$ cat src/rtl/des_pkg.sv
// Shared types and constants for the iterative DES round controller and
// the key-schedule shift lookup.
package des_pkg;

  localparam int NUM_ROUNDS  = 16;
  localparam int ROUND_IDX_W = 4;

  typedef enum logic [1:0] {
    IDLE  = 2'd0,
    ROUND = 2'd1,
    FINAL = 2'd2,
    DONE  = 2'd3
  } state_e;

  typedef logic [1:0] shift_t;

  // C/D rotate amount per round. Decrypt rotates right and starts from the
  // K16 alignment, so its first round needs no shift.
  localparam shift_t ENC_SHIFT [NUM_ROUNDS] = '{
    2'd1, 2'd1, 2'd2, 2'd2, 2'd2, 2'd2, 2'd2, 2'd2,
    2'd1, 2'd2, 2'd2, 2'd2, 2'd2, 2'd2, 2'd2, 2'd1
  };

  localparam shift_t DEC_SHIFT [NUM_ROUNDS] = '{
    2'd0, 2'd1, 2'd2, 2'd2, 2'd2, 2'd2, 2'd2, 2'd2,
    2'd1, 2'd2, 2'd2, 2'd2, 2'd2, 2'd2, 2'd2, 2'd1
  };

  function automatic shift_t shift_lookup(input logic [ROUND_IDX_W-1:0] idx,
                                          input logic                   decrypt);
    return decrypt ? DEC_SHIFT[idx] : ENC_SHIFT[idx];
  endfunction

endpackage

$ cat src/rtl/des_shift_sched.sv
// Combinational key-schedule lookup: rotate amount and direction for a
// given round index and operating mode.
module des_shift_sched
  import des_pkg::*;
(
  input  logic [ROUND_IDX_W-1:0] round_idx_i,
  input  logic                   mode_i,
  output logic [1:0]             shift_amt_o,
  output logic                   shift_dir_o
);

  always_comb begin
    shift_amt_o = shift_lookup(round_idx_i, mode_i);
    shift_dir_o = mode_i;
  end

endmodule

$ cat src/rtl/des_round_ctrl.sv
// Sequencer for a shared DES round datapath: one 16-round encrypt/decrypt
// per accepted block, each round lasting SBOX_LAT+1 cycles.
//
// state | meaning
// ------+---------------------------------------------------------------
// IDLE  | ready for a block; load_en follows in_valid in the accept cycle
// ROUND | stepping rounds; round_en on the last phase of each round
// FINAL | one-cycle final_en, datapath captures FP(R16||L16)
// DONE  | result held with out_valid until out_ready
module des_round_ctrl
  import des_pkg::*;
#(
  parameter int SBOX_LAT = 0
) (
  input  logic                   clk,
  input  logic                   rst,
  input  logic                   in_valid,
  output logic                   in_ready,
  input  logic                   in_decrypt,
  output logic                   load_en,
  output logic                   round_en,
  output logic [ROUND_IDX_W-1:0] round_idx,
  output logic [1:0]             shift_amt,
  output logic                   shift_dir,
  output logic                   final_en,
  output logic                   out_valid,
  input  logic                   out_ready,
  output logic                   busy
);

  localparam logic [1:0]             PHASE_LAST = SBOX_LAT[1:0];
  localparam logic [ROUND_IDX_W-1:0] LAST_ROUND = ROUND_IDX_W'(NUM_ROUNDS - 1);

  state_e                   state_q, state_d;
  logic [ROUND_IDX_W-1:0]   round_idx_q, round_idx_d;
  logic [1:0]               phase_q, phase_d;
  logic                     mode_q, mode_d;

  logic                     load_c, round_c, final_c;
  logic [1:0]               sched_amt;
  logic                     sched_dir;

  always_ff @(posedge clk) begin
    if (rst) begin
      state_q     <= IDLE;
      round_idx_q <= '0;
      phase_q     <= '0;
      mode_q      <= 1'b0;
    end else begin
      state_q     <= state_d;
      round_idx_q <= round_idx_d;
      phase_q     <= phase_d;
      mode_q      <= mode_d;
    end
  end

  always_comb begin
    state_d     = state_q;
    round_idx_d = round_idx_q;
    phase_d     = phase_q;
    mode_d      = mode_q;
    in_ready    = 1'b0;
    load_c      = 1'b0;
    round_c     = 1'b0;
    final_c     = 1'b0;
    out_valid   = 1'b0;

    case (state_q)
      IDLE: begin
        in_ready = 1'b1;
        load_c   = in_valid;
        if (in_valid) begin
          mode_d      = in_decrypt;
          round_idx_d = '0;
          phase_d     = '0;
          state_d     = ROUND;
        end
      end

      ROUND: begin
        if (phase_q == PHASE_LAST) begin
          round_c = 1'b1;
          phase_d = '0;
          if (round_idx_q == LAST_ROUND) begin
            state_d = FINAL;
          end else begin
            round_idx_d = round_idx_q + 1'b1;
          end
        end else begin
          phase_d = phase_q + 1'b1;
        end
      end

      FINAL: begin
        final_c = 1'b1;
        state_d = DONE;
      end

      DONE: begin
        out_valid = 1'b1;
        if (out_ready) begin
          state_d = IDLE;
        end
      end

      default: begin
        state_d = IDLE;
      end
    endcase
  end

  // A cycle with rst high is being aborted, so keep the datapath untouched.
  assign load_en  = load_c  & ~rst;
  assign round_en = round_c & ~rst;
  assign final_en = final_c & ~rst;

  des_shift_sched u_shift_sched (
    .round_idx_i (round_idx_q),
    .mode_i      (mode_q),
    .shift_amt_o (sched_amt),
    .shift_dir_o (sched_dir)
  );

  assign round_idx = round_idx_q;
  assign shift_amt = (state_q == ROUND) ? sched_amt : 2'd0;
  assign shift_dir = sched_dir;
  assign busy      = (state_q != IDLE);

endmodule

$ cat config.mk
export PLATFORM = sky130hd
export DESIGN_NAME = des_round_ctrl
export DESIGN_NICKNAME = d
export VERILOG_FILES = /design/src/rtl/des_pkg.sv /design/src/rtl/des_shift_sched.sv /design/src/rtl/des_round_ctrl.sv
export SDC_FILE = /design/constraint.sdc
export NUM_CORES = 1
export LEC_CHECK = 0
export ABC_AREA = 1
export BUFFER_PORTS_ARGS = -buffer_cell sky130_fd_sc_hd__buf_2
export CORE_MARGIN = 5
export CORE_UTILIZATION = 49
export CTS_BUF_LIST = sky130_fd_sc_hd__clkbuf_4
export DETAILED_ROUTE_END_ITERATION = 8
export PLACE_DENSITY = 0.88
export SLEW_MARGIN = 20
export SYNTH_ARGS = -nofsm -noshare
export SYNTH_HDL_FRONTEND = slang
export SYNTH_SLANG_ARGS = --single-unit
$ cat constraint.sdc
create_clock -name clk -period 1.4 [get_ports clk]
set_input_delay 0.28 -clock clk [delete_from_list [all_inputs] [get_ports clk]]
set_output_delay 0.28 -clock clk [all_outputs]
set_load 0.1 [all_outputs]
==> results of run 1 <==
==> timing repair <==
| item | CTS |
|---|---|
| gates cloned | 0 |
| setup buffers | 7 |
| pin swaps | 13 |
| gates resized for setup | 34 |
| hold endpoints to repair | 0 |
| setup endpoints to repair | 13 |
==> cells by family after synthesis <==
logic type | Yosys count | synth area share [%]
buffers and inverters | 20 | 11.3
AO/OA/AOI/OAI | 6 | 4.47
AND/OR/NAND/NOR | 67 | 40.6
adder cells (fa/ha/maj) | 12 | 19.9
flip-flops | 9 | 23.8
==> metrics by stage <==
stage	std cells	worst slack, ns	hold slack, ns	TNS, ns	instance area [um^2]
after detailed placement	159	-0.0821	0.471	-0.368	1180
after CTS	170	-0.254	0.258	-1.39	1410
after floorplan	114	-0.455	0.342	-4.10	843
after global placement	159	-0.0271	0.450	-0.0941	1180
==> cell usage after synthesis <==
| master | n | area share (%) |
|---|---|---|
| a21oi_2 | 1 | 1.2 |
| nor3_1 | 1 | 0.66 |
| nor2_1 | 15 | 7.4 |
| nand3_2 | 1 | 1.3 |
| ha_1 | 12 | 20 |
| inv_2 | 2 | 0.99 |
| and2_4 | 1 | 1.2 |
| nand2_1 | 27 | 13 |
| nand2_2 | 5 | 4.1 |
| inv_4 | 1 | 0.83 |
| nand3_1 | 14 | 9.3 |
| nor2_4 | 1 | 1.5 |
| buf_6 | 1 | 1.5 |
| a21oi_1 | 4 | 2.6 |
| o21ai_0 | 1 | 0.66 |
| dfxtp_1 | 9 | 24 |
| nor2_2 | 2 | 1.7 |
| inv_1 | 16 | 7.9 |
==> Flow_metrics.wiki, run 1 <==
{| class="wikitable"
! Metric !! Value
|-
| Outcome || did not finish
|-
| Count of synthesis-stage warnings from yosys || 0
|-
| HPWL Detailed || approximately 1700 um
|-
| CTS buffer count || 3
|-
| Die width || 49.3 um
|-
| Initial Util || 50.8%
|-
| Die extent in y || around 49 um
|-
| Weighted congestion at the end of routability-driven global placement || between 0.8 and 0.9
|-
| Proportion of synthesized chip area in sequential cells || about a quarter
|-
| Maximum number of pins on one net before global-route repair || 8
|-
| Stop err || [ERROR DPL-0038] Utilization greater than 100%, impossible to legalize
|-
| Root buffer cell || clkbuf_4
|-
| Number of buffers between clock root and the deepest sink || 2
|-
| Worst EP kind || top-level output
|-
| Register bit count reported by yosys || 9
|-
| Hold bufs inserted after CTS || 0
|-
| Number of port buffers || 17
|-
| Synthesized area || approximately 760 um^2
|-
| Yosys cell types || 18
|-
| Cells after synthesis || around 110
|-
| Synthesized area divided by synthesized cell count || approximately 6.6 um^2
|-
| Number of H-tree branching levels || 1
|-
| Rows || 14
|-
| Number of top-level design ports || 18
|-
| Syn Nets || 131
|-
| Number of clock sinks || 9
|-
| Stage at which the run stopped || global routing
|-
| Last worst endpoint in the global-route repair_timing || shift_amt[0]
|}
==> run 2: changes to the inputs <==
--- a/config.mk
+++ b/config.mk
@@ -7,11 +7,10 @@
 export LEC_CHECK = 0
 export ABC_AREA = 1
 export BUFFER_PORTS_ARGS = -buffer_cell sky130_fd_sc_hd__buf_2
-export CORE_MARGIN = 5
-export CORE_UTILIZATION = 49
-export CTS_BUF_LIST = sky130_fd_sc_hd__clkbuf_4
+export CORE_AREA = 5 5 66 68
 export DETAILED_ROUTE_END_ITERATION = 8
-export PLACE_DENSITY = 0.88
+export DIE_AREA = 0 0 71 73
+export PLACE_DENSITY_LB_ADDON = 0.15
 export SLEW_MARGIN = 20
 export SYNTH_ARGS = -nofsm -noshare
 export SYNTH_HDL_FRONTEND = slang
==> constraint.sdc (replaced) <==
create_clock -name clk -period 1.8 [get_ports clk]
set_input_delay 0.36 -clock clk [delete_from_list [all_inputs] [get_ports clk]]
set_output_delay 0.36 -clock clk [all_outputs]
set_load 0.1 [all_outputs]
==> run 2 against run 1 <==
Compared with the run above: the run now ends clean; area after synthesis did not move; synthesized cell count did not move.
==> Flow_metrics.wiki, run 2 <==
{| class="wikitable"
! Metric !! Value
|-
| Signed area change from the synthesized netlist to the final layout || 51.5%
|-
| HPWL Detailed || 1520 um
|-
| Root buffer cell || clkbuf_8
|-
| Worst rel slew slack || approximately 67%
|-
| Total global routing overflow || 0
|-
| Period minus WS final || around 1.7 ns
|-
| Number of remaining DRC errors || 0
|-
| Register bit count reported by yosys || 9
|-
| Synthesized area divided by synthesized cell count || roughly 6.6 um^2
|-
| Post-synth top cells || 27 x nand2_1, 16 x inv_1, 15 x nor2_1, 14 x nand3_1, 12 x ha_1
|-
| Share of synthesized flip-flops with an asynchronous set or reset || 0%
|-
| Maximum number of pins on one net before global-route repair || 9
|-
| Count of maximum capacitance violations || 0
|-
| Ranking of synthesized cells by area || dfxtp_1 24%, ha_1 20%, nand2_1 13%
|-
| Number of top-level design ports || 18
|-
| Die width || ~71 um
|-
| Post-synth EDFFs || 0
|-
| Skew-Pair Late Insertion Delay || 0.23 ns
|-
| Type of origin of the critical path || flip-flop
|-
| CTS tree || built
|-
| Rows || 23
|-
| Yosys cell types || 18
|-
| Number of flip-flops under the largest register name || 4
|-
| Family of cells with the greatest summed delay on the critical path || flip-flops
|-
| Post-route insts no fill || approximately 190
|-
| Clock transition at the registers of the reported paths || around 0.050 ns
|-
| Commonest non-fill, non-tap cell in the layout || nand2_1
|-
| Share of cells above drive strength 1 || between 40% and 50%
|-
| Post-synthesis cell type with the largest combined area || dfxtp_1
|-
| Final clock period utilization by the worst path || 95.1%
|-
| Critical Path RT || between 1 and 1.5 ns
|-
| Total die area || 5180 um^2
|-
| ANT cells || 0
|-
| Weighted congestion at the end of routability-driven global placement || approximately 0.74
|-
| Wire length of the first global-routing pass || between 3000 and 4000 um
|-
| Layout Skew || about 0.0042 ns
|-
| Number of clock sinks || 9
|-
| Wire length reported by the detailed router || around 1800 um
|-
| Critical path arrival || approximately 1.4 ns
|-
| Number of port buffers || 17
|-
| Hold bufs inserted after CTS || 0
|-
| Cell type of the slowest stage on the worst timing path || dfxtp_4
|-
| Die extent in y || ~73 um
|-
| Average wire per standard cell || 9.67 um
|-
| Element type at the critical path end || primary output
|-
| Count of final setup violators || 0
|-
| Critical path peak fanout || 7
|-
| Number of antenna violations at the first check in global routing || 0
|-
| Area fraction of the dominant cell type after synthesis || 23.8%
|-
| CTS buffer count || 3
|-
| Nets@finish || around 160
|-
| Via count of the first global-routing pass || 688
|-
| Worst min-delay path category || input port to flip-flop
|-
| Cell-by-cell listing of the critical path || inv_2 -> ha_1 -> nand2_1 -> nand3_2 -> a21oi_4 -> buf_12
|-
| Actual transition at the worst max-transition pin || just under 0.5 ns
|-
| Delay of the slowest cell on the worst path || approximately 0.38 ns
|-
| Initial Util || 19.9%
|-
| DRC marker count from the first detailed-route iteration || 9
|-
| Proportion of synthesized chip area in sequential cells || approximately a quarter
|-
| Number of vias after detailed routing || about 750
|-
| Core outline area || approximately 3800 um^2
|-
| Antenna viol nets, final || 0
|-
| Cell count after placement || 181
|-
| Final Hold Viols || 0
|-
| Fill cell total of the finished layout || roughly 430
|-
| Timing-limited maximum frequency || just under 600 MHz
|-
| Synthesized area || 756 um^2
|-
| Number of slew-limit violations in the final report || 0
|-
| Number of buffers between clock root and the deepest sink || 2
|-
| Count of synthesis-stage warnings from yosys || 0
|-
| Number of H-tree branching levels || 1
|-
| Cells after synthesis || 114
|-
| Total global-route track usage || ~7.6%
|-
| Most frequent cells in the layout || 25 x nand2_1, 12 x nor2_1, 11 x inv_1, 11 x nand3_1, 11 x buf_2
|-
| Vias per inst || 4.02
|-
| Flip-flop cell with the highest count after synthesis || dfxtp_1
|-
| Syn Nets || about 130
|-
| Sum of buffers and inverters on the critical path || 2
|-
| Category of the most critical setup path || flip-flop to primary output
|-
| Router iterations before antenna repair || 4
|-
| Top-count cell post-synth || nand2_1
|-
| Outcome || finished clean
|}
-- run 2: cell counts after synthesis --
No cell type changed its count.
-- run 2: cell families (layout without fill, tap and decap cells) --
| family | Yosys count | after routing | share of synthesized area (%) |
|---|---|---|---|
| buf+inv | 20 | 43 | 11.3 |
| flops | 9 | 9 | 23.8 |
| compound gates | 6 | 6 | 4.47 |
| simple gates | 67 | 67 | 40.6 |
| fa+ha+maj | 12 | 12 | 19.9 |
-- run 2: routing by layer --
metal  part of all wire, %  up-vias  routed length (um)  global-route usage (%)
li1                      -      396                   -                       -
met2                    56       14                1010                    14.3
met4                   1.7        0                  31                    4.38
met5                     0        -                   0                       0
met3                   5.7        2                 103                    2.48
met1                    37      340                 663                    7.17
-- run 2: repair_timing --
action,in CTS,in global routing
setup endpoints to repair,0,3
setup buffers,0,2
resized for setup,0,9
-- run 2: layout make-up --
cell class | instances | area, um^2 | share of cell area, %
multi-input combinational | 85 | 578 | 50.5
sequential | 9 | 196 | 17.2
timing repair buffer | 20 | 185 | 16.2
inverter | 19 | 77.6 | 6.78
tap | 50 | 62.6 | 5.46
clock buffer | 4 | 45.0 | 3.93
-- run 2: worst paths after layout --
path | endpoint | slack, ns | depth (start not counted) | startpoint
max | shift_amt[1] | 0.09 | 6 | round_idx[0]
min | mode_q | 0.38 | 3 | in_decrypt
max reg2reg | round_idx[1] | 0.40 | 8 | state_q[1]
min reg2reg | phase_q[0] | 0.47 | 2 | phase_q[0]
-- run 2: through the flow --
| stage | setup TNS (ns) | area, um^2 | hold WS [ns] | setup slack (ns) | utilization, % |
|---|---|---|---|---|---|
| after detailed placement | 0 | 1060 | 0.461 | 0.264 | 27.8 |
| after floorplan | -0.511 | 838 | 0.422 | -0.168 | - |
| after CTS | 0 | 1100 | 0.375 | 0.0142 | 29.0 |
| final | 0 | 1140 | 0.377 | 0.0874 | 30.1 |
| after global routing | -0.0153 | 1140 | 0.381 | -0.0153 | 30.1 |
| after global placement | 0 | 1060 | 0.455 | 0.263 | 27.8 |
-- run 2: worst min-delay path, cell delays in order --
cell and delay (ns):
buf_2 0.10, nand3_1 0.05, a21oi_1 0.06
Power of run 2 is left out: the tool's default activity adds up to more than one toggle a clock period on the data nets, which glitch-free logic cannot reach.
==> run 3: changes to the inputs <==
--- a/config.mk
+++ b/config.mk
@@ -5,11 +5,11 @@
 export SDC_FILE = /design/constraint.sdc
 export NUM_CORES = 1
 export LEC_CHECK = 0
-export ABC_AREA = 1
 export BUFFER_PORTS_ARGS = -buffer_cell sky130_fd_sc_hd__buf_2
 export CORE_AREA = 5 5 66 68
 export DETAILED_ROUTE_END_ITERATION = 8
 export DIE_AREA = 0 0 71 73
+export MAX_ROUTING_LAYER = met4
 export PLACE_DENSITY_LB_ADDON = 0.15
 export SLEW_MARGIN = 20
 export SYNTH_ARGS = -nofsm -noshare
==> run 3 against run 2 <==
Compared with the run above: sequential share of layout area down 1.2 points; global-route usage is 0.87 points higher; worst hold slack worse by 0.030 ns; routed wire length is 7.1% higher; synthesized cell count down 25%; highest routed layer unchanged.
==> Flow_metrics.wiki, run 3 <==
{| class="wikitable"
! Metric !! Value
|-
| Outcome || finished clean
|-
| Area fraction in and, or, nand and nor cells after synthesis || 22.2%
|-
| CTS buffer count || 3
|-
| Count of synthesis-stage warnings from yosys || 0
|-
| Nets@finish || between 100 and 150
|-
| Setup repair after global routing missed its margin || true
|-
| Worst min-delay path category || input port to flip-flop
|-
| Number of flip-flops under the largest register name || 4
|-
| Number of remaining DRC errors || 0
|-
| Post-synth EDFFs || 0
|-
| Post-synthesis cell type with the largest combined area || dfxtp_1
|-
| Number of H-tree branching levels || 1
|-
| Dpl ws || -0.0347 ns
|-
| Yosys cell types || 31
|-
| Synthesized-area fraction occupied by adder cells || around a fifth
|-
| Number of clock sinks || 9
|-
| Post-synthesis mux area share || under 10%
|-
| Rows || 23
|-
| Root buffer cell || clkbuf_8
|-
| Family of cells with the greatest summed delay on the critical path || flip-flops
|-
| Actual transition at the worst max-transition pin || between 0.4 and 0.5 ns
|-
| Post-synthesis xor/xnor area fraction || 0%
|-
| Cell-by-cell listing of the critical path || inv_4 -> ha_4 -> and2_4 -> o311ai_4 -> a21boi_4 -> buf_12
|-
| CTS tree || built
|-
| Weighted congestion at the end of routability-driven global placement || approximately 0.76
|-
| Most frequent cells in the layout || 11 x buf_2, 11 x buf_4, 9 x nand2_1, 7 x inv_1, 7 x ha_1
|-
| Post-CTS setup-driven buffer insertion count || 0
|-
| Element type at the critical path end || primary output
|-
| Post-synth top cells || 12 x ha_1, 12 x nand2_1, 10 x inv_1, 9 x dfxtp_1, 5 x nor2_1
|-
| Number of vias after detailed routing || roughly 700
|-
| Die width || between 70 and 80 um
|-
| Overall Power || between 0.0015 and 0.002 W
|-
| Sum of buffers and inverters on the critical path || 2
|-
| Syn Nets || roughly 100
|-
| Area fraction of the dominant cell type after synthesis || between 20% and 30%
|-
| Synthesized area divided by synthesized cell count || around 8.4 um^2
|-
| Flip-flop cell with the highest count after synthesis || dfxtp_1
|-
| Antenna viol nets, final || 0
|-
| Die extent in y || roughly 73 um
|-
| Maximum number of pins on one net before global-route repair || 11
|-
| Core outline area || approximately 3800 um^2
|-
| Worst rel slew slack || about two thirds
|-
| Number of port buffers || 17
|-
| Timing-limited maximum frequency || between 500 and 600 MHz
|-
| ANT cells || 0
|-
| Critical Path RT || ~1.4 ns
|-
| Router iterations before antenna repair || 2
|-
| Total global routing overflow || 0
|-
| Clock share of power || between 10% and 20%
|-
| Wire length of the first global-routing pass || approximately 3400 um
|-
| Number of top-level design ports || 18
|-
| Number of slew-limit violations in the final report || 0
|-
| Layout Skew || ~0.00059 ns
|-
| Count of maximum capacitance violations || 0
|-
| Share of cells above drive strength 1 || between 50% and 60%
|-
| Final clock period utilization by the worst path || 98.3%
|-
| Post-synthesis compound-gate area fraction || between 20% and 30%
|-
| Final Hold Viols || 0
|-
| Average wire per standard cell || between 10 and 15 um
|-
| Clock transition at the registers of the reported paths || 0.05 ns
|-
| Proportion of synthesized chip area in sequential cells || 25.2%
|-
| DRC marker count from the first detailed-route iteration || 17
|-
| Main combinational cell family by area after synthesis || simple AND/OR/NAND/NOR gates
|-
| Smallest setup slack after layout || around 0.030 ns
|-
| Cell type of the slowest stage on the worst timing path || dfxtp_4
|-
| P per Cell Area || 1480 nW/um^2
|-
| Portion of total power attributed to sequential cells || ~15%
|-
| Type of origin of the critical path || flip-flop
|-
| Period minus WS final || 1.77 ns
|-
| Cells after synthesis || 85
|-
| HPWL Detailed || roughly 1600 um
|-
| Register bit count reported by yosys || 9
|-
| Share of synthesized flip-flops with an asynchronous set or reset || 0%
|-
| Lkg Pwr || approximately 0.49 nW
|-
| Vias per inst || 4.21
|-
| Signed area change from the synthesized netlist to the final layout || 73.4%
|-
| Critical path peak fanout || 3
|-
| Share of power burned in combinational logic || roughly 70%
|-
| Initial Util || 18.8%
|-
| Total global-route track usage || under 10%
|-
| Peak supply drop || just under 0.8 mV
|-
| Delay of the slowest cell on the worst path || 0.35 ns
|-
| Category of the most critical setup path || flip-flop to primary output
|-
| Psw || between 0.0009 and 0.001 W
|-
| Via count of the first global-routing pass || between 700 and 800
|-
| Count of final setup violators || 0
|-
| Number of antenna violations at the first check in global routing || 0
|-
| Skew-Pair Late Insertion Delay || ~0.23 ns
|-
| Internal portion of total power || 0.000859 W
|-
| Wire length reported by the detailed router || 1940 um
|-
| Synthesized area || between 700 and 800 um^2
|-
| Total die area || between 5000 and 6000 um^2
|-
| Ranking of synthesized cells by area || dfxtp_1 25%, ha_1 21%, nand2_1 6.3%
|-
| Switching part of the total power || between 50% and 60%
|-
| Critical path arrival || between 1 and 1.5 ns
|-
| Number of buffers between clock root and the deepest sink || 2
|}
run 3: cell types whose count changed after synthesis, sizes merged, moves of 2 or more:
| cell | delta |
|---|---|
| nor2b | +4 |
| nand2 | -20 |
| nand3 | -12 |
| a32oi | +2 |
| clkbuf | +2 |
| a21oi | -3 |
| nor2 | -13 |
| mux2i | +3 |
| o21ai | +2 |
| inv | -9 |
run 3: final cells by class:
type / instances / area, um^2
Sequential cell: 9 / 198
Inverter: 10 / 40.0
Multi-Input combinational cell: 63 / 624
Tap cell: 50 / 62.6
Timing Repair Buffer: 29 / 269
Fill cell: 393 / 2560
Clock buffer: 4 / 45.0
run 3: timing repair:
action | in CTS | in global routing
pin swaps | 3 | 3
setup endpoints to repair | 3 | 4
hold buffers | 0 | 0
hold endpoints to repair | 0 | 0
gates resized for setup | 12 | 11
gates cloned | 0 | 0
run 3: power by group through the flow:
stage	registers, W	clock network, W	logic, W
3_5_place_dp	0.000268	0	0.00123
5_1_grt	0.000280	0.000255	0.00140
4_1_cts	0.000274	0.000248	0.00129
3_3_place_gp	0.000266	0	0.00123
6_report	0.000274	0.000236	0.00132
2_1_floorplan	0.000358	0	0.000823
run 3: kinds of logic (layout without fill, tap and decap cells):
family	after synthesis	count (layout)
adder cells (fa/ha/maj)	12	12
multiplexers	3	3
AND/OR/NAND/NOR	32	32
buffers and inverters	13	43
flip-flops	9	9
AO/OA/AOI/OAI	16	16
run 3: path summary, 6_finish.rpt:
| path | cells after the start | endpoint | slack [ns] | startpoint |
|---|---|---|---|---|
| hold reg to reg | 2 | mode_q | 0.48 | mode_q |
| setup / recovery | 6 | shift_amt[0] | 0.03 | round_idx[1] |
| hold / removal | 2 | round_idx[2] | 0.35 | rst |
| setup reg to reg | 6 | state_q[1] | 0.14 | round_idx[0] |
run 3: routing by layer:
layer  vias up  share of wire (%)  GRT usage [%]  wire [um]
met2        12                 47           14.5        918
met3         2                3.6           1.52         69
met1       325                 48           9.89        927
met5         -                  0              -          0
met4         0                1.1           3.13         21
li1        356                  -              -          -
run 3: stage by stage:
stage	instance area (um^2)	std cells	hold slack, ns	setup TNS [ns]	utilization (%)
detailed placement	1090	162	0.478	-0.0347	28.8
global placement	1090	162	0.473	-0.0114	28.8
CTS	1190	166	0.346	-0.0641	31.4
floorplan	788	85	0.454	-0.367	-
global route	1240	165	0.358	-0.0202	32.6
finish	1240	165	0.347	0	32.6
(Power assumes the default switching activity.)
==> run 4: changes to the inputs <==
--- a/config.mk
+++ b/config.mk
@@ -10,7 +10,7 @@
 export DETAILED_ROUTE_END_ITERATION = 8
 export DIE_AREA = 0 0 71 73
 export MAX_ROUTING_LAYER = met4
-export PLACE_DENSITY_LB_ADDON = 0.15
+export PLACE_DENSITY = 0.35
 export SLEW_MARGIN = 20
 export SYNTH_ARGS = -nofsm -noshare
 export SYNTH_HDL_FRONTEND = slang
==> run 4 against run 3 <==
Compared with the run above: total power is 0.23% higher; die area did not move; combinational power barely moved; first-iteration DRC count rose to 2.6 times the previous value; clock power hardly changed; flip-flop and latch count stayed put; sequential share of layout area increased by 0.41 points; critical path depth shrank 1.
==> Flow_metrics.wiki, run 4 (synthesis gave the netlist of run 3 again) <==
{| class="wikitable"
! Metric !! Value
|-
| Outcome || finished clean
|-
| Final Hold Viols || 0
|-
| Wire length reported by the detailed router || between 1500 and 2000 um
|-
| Critical Path RT || roughly 1.4 ns
|-
| Timing-limited maximum frequency || approximately 560 MHz
|-
| Skew-Pair Late Insertion Delay || 0.23 ns
|-
| Source of the critical timing path || round_idx[0]
|-
| Commonest non-fill, non-tap cell in the layout || buf_4
|-
| Clock transition at the registers of the reported paths || about 0.05 ns
|-
| Worst rel slew slack || between 60% and 70%
|-
| Root buffer cell || clkbuf_8
|-
| R2r endpoint || state_q[1]
|-
| Number of remaining DRC errors || 0
|-
| Most frequent cells in the layout || 12 x buf_4, 11 x nand2_1, 10 x buf_2, 8 x ha_1, 7 x inv_1
|-
| Number of port buffers || 17
|-
| Rows || 23
|-
| Total global-route track usage || around 8.3%
|-
| Weighted congestion at the end of routability-driven global placement || roughly 0.72
|-
| Share of cells above drive strength 1 || a little over 50%
|-
| Total global routing overflow || 0
|-
| Actual transition at the worst max-transition pin || 0.490 ns
|-
| HPWL Detailed || 1510 um
|-
| Critical path destination || shift_amt[0]
|-
| Number of flip-flops under the largest register name || 4
|-
| Initial Util || between 10% and 20%
|-
| Number of vias after detailed routing || ~680
|-
| Lkg Pwr || between 0.4 and 0.5 nW
|-
| Placed instance area || ~1100 um^2
|-
| Setup repair after global routing missed its margin || true
|-
| Count of final setup violators || 0
|-
| Total die area || just over 5000 um^2
|-
| Overall Power || around 0.0018 W
|-
| Layout Skew || 0.00200 ns
|-
| P per Cell Area || about 1500 nW/um^2
|-
| Number of H-tree branching levels || 1
|-
| Critical path peak fanout || 4
|-
| Number of slew-limit violations in the final report || 0
|-
| Maximum number of pins on one net before global-route repair || 11
|-
| DRC marker count from the first detailed-route iteration || 45
|-
| Peak supply drop || around 1.1 mV
|-
| Number of clock sinks || 9
|-
| CTS buffer count || 3
|-
| Number of antenna violations at the first check in global routing || 0
|-
| Number of top-level design ports || 18
|-
| Router iterations before antenna repair || 4
|-
| Category of the most critical setup path || flip-flop to primary output
|-
| Die width || just over 70 um
|-
| Number of buffers between clock root and the deepest sink || 2
|-
| Worst reg-to-reg path cell count || 6
|-
| Worst reg-to-reg setup slack || about 0.14 ns
|-
| Element type at the critical path end || primary output
|-
| Core outline area || approximately 3800 um^2
|-
| Signed area change from the synthesized netlist to the final layout || 69.0%
|-
| Count of maximum capacitance violations || 0
|-
| Finished Core Util || a little under a third
|-
| CTS tree || built
|-
| Worst min-delay path category || input port to flip-flop
|-
| Nets@finish || between 100 and 150
|-
| Fill cell total of the finished layout || approximately 410
|-
| Type of origin of the critical path || flip-flop
|-
| Worst R2R Start || round_idx[0]
|-
| Final clock period utilization by the worst path || just under 100%
|-
| Antenna viol nets, final || 0
|-
| Period minus WS final || about 1.8 ns
|-
| Post-route cell area || between 1000 and 1500 um^2
|-
| Die extent in y || 73 um
|-
| Critical path arrival || 1.42 ns
|-
| Average wire per standard cell || 11.6 um
|-
| Via count of the first global-routing pass || 705
|-
| ANT cells || 0
|-
| Wire length of the first global-routing pass || between 3000 and 4000 um
|-
| Vias per inst || between 4 and 5
|}
-- run 4: cell count changes in the layout (fill, tap and decap cells not counted), sizes merged --
cell	before	now
buf	29	28
clkbuf	4	5
-- run 4: how the worst min path moves through the flow --
| stage | startpoint | end | slack [ns] | depth (start not counted) |
|---|---|---|---|---|
| 3_3_place_gp | mode_q | mode_q | 0.47 | 2 |
| 5_1_grt | in_decrypt | mode_q | 0.37 | 3 |
| 2_1_floorplan | phase_q[0] | phase_q[0] | 0.45 | 2 |
| 4_1_cts | in_decrypt | mode_q | 0.38 | 3 |
| 6_report | in_decrypt | mode_q | 0.37 | 3 |
| 3_5_place_dp | phase_q[0] | phase_q[0] | 0.48 | 2 |
-- run 4: final cells by class --
| type | count | area, um^2 | area share (%) |
|---|---|---|---|
| Multi-Input combinational cell | 63 | 594 | 49.2 |
| Timing Repair Buffer | 29 | 268 | 22.2 |
| Sequential cell | 9 | 198 | 16.4 |
| Tap cell | 50 | 62.6 | 5.18 |
| Clock buffer | 4 | 45.0 | 3.73 |
| Inverter | 10 | 40.0 | 3.32 |
-- run 4: layer usage --
| metal | track usage (%) | share of wire, % | vias up |
|---|---|---|---|
| met1 | 11.0 | 51 | 304 |
| met5 | - | 0 | - |
| li1 | - | - | 358 |
| met4 | 3.76 | 0.89 | 0 |
| met2 | 11.9 | 43 | 12 |
| met3 | 1.79 | 4.2 | 2 |
-- run 4: timing repair --
action / in CTS / in global routing
setup endpoints to repair: 3 / 8
pin swaps: 4 / 3
setup buffers: 0 / 1
hold buffers: 0 / 0
gates resized for setup: 11 / 5
-- run 4: report_power, final --
part | total [W] | leakage [nW] | internal [W] | switching [W]
Clock | 0.000239 | 0.0228 | 0.000155 | 0.0000844
Combinational | 0.00132 | 0.389 | 0.000476 | 0.000843
Sequential | 0.000273 | 0.0770 | 0.000235 | 0.0000383
Total | 0.00183 | 0.488 | 0.000865 | 0.000966
-- run 4: worst max-delay path: stages (launching register included) --
cell      delay [ns]
dfxtp_4         0.38
buf_4           0.13
ha_1            0.16
nand3_1         0.15
a21boi_4        0.18
buf_12          0.19
-- run 4: through the flow --
stage | instances | hold WS [ns] | worst slack, ns | setup TNS [ns]
after detailed placement | 161 | 0.480 | -0.0349 | -0.0349
after CTS | 165 | 0.375 | -0.0737 | -0.0737
after floorplan | 85 | 0.454 | -0.301 | -0.367
after global placement | 161 | 0.472 | -0.0186 | -0.0186
after global routing | 165 | 0.368 | -0.0621 | -0.124
final | 165 | 0.374 | 0.0183 | 0
